$ cat config.mk
export PLATFORM = sky130hd
export DESIGN_NAME = insn_prefetch
export DESIGN_NICKNAME = d
export VERILOG_FILES = /design/src/rtl/insn_prefetch.sv
export SDC_FILE = /design/constraint.sdc
export NUM_CORES = 1
export LEC_CHECK = 0
export CAP_MARGIN = 20
export CORE_AREA = 2 2 190 192
export DETAILED_ROUTE_END_ITERATION = 16
export DIE_AREA = 0 0 192 194
export GPL_TIMING_DRIVEN = 1
export HOLD_SLACK_MARGIN = 0.03
export PLACE_DENSITY = 0.39
export SLEW_MARGIN = 0
export SYNTH_ARGS = -nofsm -noshare
export SYNTH_HDL_FRONTEND = slang
export SYNTH_SLANG_ARGS = --single-unit
export TNS_END_PERCENT = 20
$ cat constraint.sdc
create_clock -name clk -period 3.4 [get_ports clk]
set_input_delay 0.34 -clock clk [delete_from_list [all_inputs] [get_ports clk]]
set_output_delay 0.34 -clock clk [all_outputs]
set_load 0.005 [all_outputs]
$ cat src/rtl/insn_prefetch.sv
// Instruction prefetch stage: owns the fetch PC, issues one-cycle-latency word
// reads to instruction memory, buffers returned words in a small FIFO and hands
// them to the decoder over a valid/stall handshake. A redirect flushes buffered
// and in-flight words and restarts fetch at a new address.
module insn_prefetch #(
  parameter int unsigned LEN_INSN      = 32,
  parameter int unsigned MEM_INSN_ADDR = 10,
  parameter int unsigned DEPTH         = 4,
  parameter int unsigned RESET_ADDR    = 0
) (
  input  logic                     clk,
  input  logic                     rst,
  input  logic                     redirect_i,
  input  logic [MEM_INSN_ADDR-1:0] redirect_addr_i,
  output logic                     imem_req_o,
  output logic [MEM_INSN_ADDR-1:0] imem_addr_o,
  input  logic [LEN_INSN-1:0]      imem_data_i,
  output logic                     valid_o,
  input  logic                     stall_i,
  output logic [LEN_INSN-1:0]      insn_o,
  output logic [MEM_INSN_ADDR-1:0] pc_o
);

  localparam int unsigned PTR_W = (DEPTH > 1) ? $clog2(DEPTH) : 1;
  localparam int unsigned CNT_W = $clog2(DEPTH + 1);
  localparam int unsigned OCC_W = CNT_W + 1;

  logic [MEM_INSN_ADDR-1:0] pc_q, pc_d;
  logic                     inflight_q, inflight_d;
  logic [MEM_INSN_ADDR-1:0] resp_addr_q, resp_addr_d;
  logic [CNT_W-1:0]         count_q, count_d;
  logic [PTR_W-1:0]         rd_ptr_q, rd_ptr_d;
  logic [PTR_W-1:0]         wr_ptr_q, wr_ptr_d;
  logic [LEN_INSN-1:0]      fifo_insn_q [DEPTH];
  logic [LEN_INSN-1:0]      fifo_insn_d [DEPTH];
  logic [MEM_INSN_ADDR-1:0] fifo_pc_q   [DEPTH];
  logic [MEM_INSN_ADDR-1:0] fifo_pc_d   [DEPTH];

  logic [OCC_W-1:0]         occupancy;
  logic                     issue;
  logic                     push;
  logic                     pop;

  // Handshake and request decode from registered occupancy (pops are not credited)
  always_comb begin
    occupancy = {1'b0, count_q} + OCC_W'(inflight_q);
    issue     = rst & ~redirect_i & (occupancy < OCC_W'(DEPTH));
    push      = inflight_q;
    pop       = valid_o & ~stall_i;
  end

  assign imem_req_o  = issue;
  assign imem_addr_o = pc_q;
  assign valid_o     = (count_q != '0);
  assign insn_o      = fifo_insn_q[rd_ptr_q];
  assign pc_o        = fifo_pc_q[rd_ptr_q];

  // Next-state: fetch PC, in-flight tracking and FIFO push/pop; redirect wins
  always_comb begin
    pc_d        = pc_q;
    inflight_d  = inflight_q;
    resp_addr_d = resp_addr_q;
    count_d     = count_q;
    rd_ptr_d    = rd_ptr_q;
    wr_ptr_d    = wr_ptr_q;
    fifo_insn_d = fifo_insn_q;
    fifo_pc_d   = fifo_pc_q;

    if (redirect_i) begin
      pc_d       = redirect_addr_i;
      inflight_d = 1'b0;
      count_d    = '0;
      wr_ptr_d   = rd_ptr_q;
    end else begin
      if (issue) begin
        pc_d        = pc_q + MEM_INSN_ADDR'(1);
        inflight_d  = 1'b1;
        resp_addr_d = pc_q;
      end else begin
        inflight_d  = 1'b0;
      end

      if (push) begin
        fifo_insn_d[wr_ptr_q] = imem_data_i;
        fifo_pc_d[wr_ptr_q]   = resp_addr_q;
        wr_ptr_d              = wr_ptr_q + PTR_W'(1);
      end

      if (pop) begin
        rd_ptr_d = rd_ptr_q + PTR_W'(1);
      end

      count_d = count_q + CNT_W'(push) - CNT_W'(pop);
    end
  end

  // State registers; reset also clears FIFO storage so the head reads zero
  always_ff @(posedge clk or negedge rst) begin
    if (!rst) begin
      pc_q        <= MEM_INSN_ADDR'(RESET_ADDR);
      inflight_q  <= 1'b0;
      resp_addr_q <= '0;
      count_q     <= '0;
      rd_ptr_q    <= '0;
      wr_ptr_q    <= '0;
      for (int i = 0; i < int'(DEPTH); i++) begin
        fifo_insn_q[i] <= '0;
        fifo_pc_q[i]   <= '0;
      end
    end else begin
      pc_q        <= pc_d;
      inflight_q  <= inflight_d;
      resp_addr_q <= resp_addr_d;
      count_q     <= count_d;
      rd_ptr_q    <= rd_ptr_d;
      wr_ptr_q    <= wr_ptr_d;
      fifo_insn_q <= fifo_insn_d;
      fifo_pc_q   <= fifo_pc_d;
    end
  end

endmodule
==> impl_metrics.json <==
{
  "cts_buffers": 17,
  "cpPeakStageDelay_ns": 0.56,
  "start_util_pct": 24.56,
  "drv_slew": 0,
  "fp.coreArea_um2": 35220,
  "ys_types": 33,
  "ys.flop_type": "dfrtp_1",
  "post-route-util_pct": 30.99,
  "synth_edf_count": 0,
  "fin_tns_setup_ns": 0,
  "clockRootBuffer": "clkbuf_16",
  "p_sw_mw": 2.799,
  "vdd_drop_max_uv": 384.3,
  "internal_power_mw": 7.069,
  "status": "complete, no violations",
  "ys_seq_area_share_pct": 56.70,
  "crit_type": "in -> out",
  "min_period_ns": 2.999,
  "slowest_stage": "dlygate4sd3_1",
  "post_cts_buffers": 0,
  "die_x_um": 192,
  "place_congestion": 0.7381,
  "firstDrtPassIters": 4,
  "ant_nets": 0,
  "ys_ff_latch": 196,
  "yosysWarnings": 0,
  "cts_sinks": 196,
  "cts_max_level": 4,
  "rsz0062_at_grt": "false",
  "finalNetCount": 704,
  "endpoint_kind": "primary output",
  "drt-wirelength-per-cell_um": 18.99,
  "drt_iter0_markers": 212,
  "die_area_um2": 37250,
  "fin_skew_ns": 0.01278,
  "required_ns": 3.06,
  "setup_viol": 0,
  "drcViolationCount": 0,
  "startpoint_type": "input port",
  "syn_to_final_growth_pct": 26.18,
  "cts_tree": "built",
  "hold_viol_final": 0,
  "grt_start_max_net_pins": 81,
  "crit_path_cell_trace": "dlygate4sd3_1 > clkbuf_8 > and4_1 > a32oi_2 > buf_4 > nor2_1 > clkdlybuf4s50_1",
  "gr-usage-all-layers_pct": 12.10,
  "hp-class": "in -> async",
  "dieHeight_um": 194,
  "powerDensity_nw_per_um2": 904.0,
  "cts_resized": 0,
  "grt_pass1_vias": 5807,
  "switching_share_pct": 28.36,
  "dp_hpwl_um": 13400,
  "synth_cells": 548,
  "crit_fanout": 56,
  "io_buffers": 99,
  "seqPwrFrac_pct": 41.8,
  "drv_cap": 0,
  "cts_buffer_depth": 2,
  "period_share_pct": 88.20,
  "worstMarginPinSlew_ns": 0.8491,
  "totalWireLength_um": 21300,
  "worstSkewPairLatency_ns": 0.43,
  "synthArstFlopShare_pct": 100.0,
  "pwr-share-clk_pct": 22.0,
  "p_leak_nw": 4.618,
  "path_clk_slew_ns": 0.07,
  "grt_pass1_wl_um": 34110,
  "max_slew_margin_pct": 43.40,
  "insertedDiodeCount": 0,
  "syn_area_um2": 8651,
  "antenna_found_initial": 0,
  "route.vias.total": 5055,
  "combPwrFrac_pct": 36.2,
  "crit_arrival_ns": 2.66,
  "viasPerCell": 4.505,
  "grt_overflow_total": 0,
  "design.portCount": 100,
  "cts_hold_buf": 1,
  "drive_gt1_share_pct": 41.15,
  "synth_nets": 603,
  "fill_cells": 3482,
  "rows": 69,
  "clock.fmax_mhz": 333.5,
  "avgSynthCellArea_um2": 15.79,
  "hold_slack_ns": 0.4716
}
[worst paths after layout]
check                              startpoint              end  slack [ns]  cells past startpoint
min in group clk           redirect_addr_i[5]   imem_addr_o[5]        0.47                      3
max in group asynchronous                 rst      rd_ptr_q[0]        1.59                      3
hold / removal                            rst  fifo_insn_q[31]        0.47                      2
setup reg to reg                   count_q[1]   resp_addr_q[4]        1.20                      7
hold reg to reg                fifo_insn_q[3]   fifo_insn_q[3]        0.50                      1
setup / recovery                          rst       imem_req_o        0.40                      7
[worst max-delay path: cells and delay by family]
family | cells | cell delay, ns
buf+inv | 4 | 1.70
simple gates | 2 | 0.47
compound gates | 1 | 0.07
[cell usage after synthesis, drive strengths merged (2+ instances only)]
cell | n | area, um^2
buf | 24 | 132.6
ha | 8 | 100.1
a31oi | 6 | 37.54
clkbuf | 8 | 30.03
and4 | 2 | 17.52
a22oi | 2 | 15.01
a21oi | 3 | 15.01
nor2b | 4 | 25.02
dfrtp | 196 | 4905
mux2 | 178 | 2004
nand2 | 14 | 52.55
or3 | 6 | 37.54
inv | 10 | 37.54
and4b | 2 | 20.02
nor2 | 12 | 45.04
o21ai | 9 | 45.04
nor3 | 2 | 10.01
or4 | 2 | 15.01
o31ai | 2 | 15.01
mux4 | 42 | 945.9
nand3 | 2 | 10.01
xnor2 | 4 | 35.03
[power groups by stage]
stage | sequential, mW | combinational [mW] | clock (mW)
2_1_floorplan | 3.72 | 2.24 | 0
3_3_place_gp | 4.13 | 3.57 | 0
3_5_place_dp | 4.20 | 3.66 | 0
4_1_cts | 4.15 | 3.68 | 2.25
5_1_grt | 4.30 | 3.88 | 2.36
6_report | 4.13 | 3.57 | 2.17
[cell families after synthesis]
logic type / Yosys count / synth area share (%)
muxes: 221 / 34.22
DFF: 196 / 56.70
and+or+nand+nor: 49 / 2.907
buffers and inverters: 42 / 2.314
AOI/OAI and AO/OA: 26 / 1.967
adders and majority gates: 9 / 1.389
xor gates and xnor gates: 5 / 0.5062
[layer usage]
layer  vias up  GRT usage [%]  wire length [um]
met2        91          19.35             10160
li1       2239              -                 -
met5         -              0                 0
met1      2711          16.54             10200
met3        14          2.679               752
met4         0          3.195               189
[layout make-up]
| class | instances | area, um^2 | share of cell area (%) |
|---|---|---|---|
| timing repair buffer | 114 | 1205 | 11.04 |
| sequential | 196 | 4910 | 44.98 |
| inverter | 10 | 37.54 | 0.3439 |
| multi-input combinational | 310 | 3556 | 32.58 |
| clock inverter | 11 | 173.9 | 1.593 |
| tap | 461 | 576.8 | 5.284 |
| clock buffer | 20 | 456.7 | 4.184 |
[registers in the layout (all words and copies together), names as in the netlist]
signal	count
count_q	3
fifo_insn_q	128
fifo_pc_q	40
imem_addr_o	10
inflight_q	1
rd_ptr_q	2
resp_addr_q	10
wr_ptr_q	2
[placed cells by master (no fill, tap or decap), types with 7 or more instances in the layout]
master,n
dfrtp_1,194
mux2_2,178
clkdlybuf4s50_1,98
mux4_2,42
clkbuf_16,17
nor2_1,12
inv_1,10
nand2_1,10
o21ai_0,9
ha_1,8
buf_4,7
[per-stage QoR]
stage | instances | total power [mW] | cell area [um^2] | setup WS (ns)
finish | 1122 | 9.868 | 10920 | 0.4012
global placement | 1089 | 7.705 | 10250 | 0.8349
CTS | 1121 | 10.08 | 10890 | 0.3261
detailed placement | 1089 | 7.857 | 10250 | 0.8067
global route | 1122 | 10.54 | 10920 | 0.2050
floorplan | 548 | 5.969 | 8651 | 1.484
(Power assumes the default switching activity.)
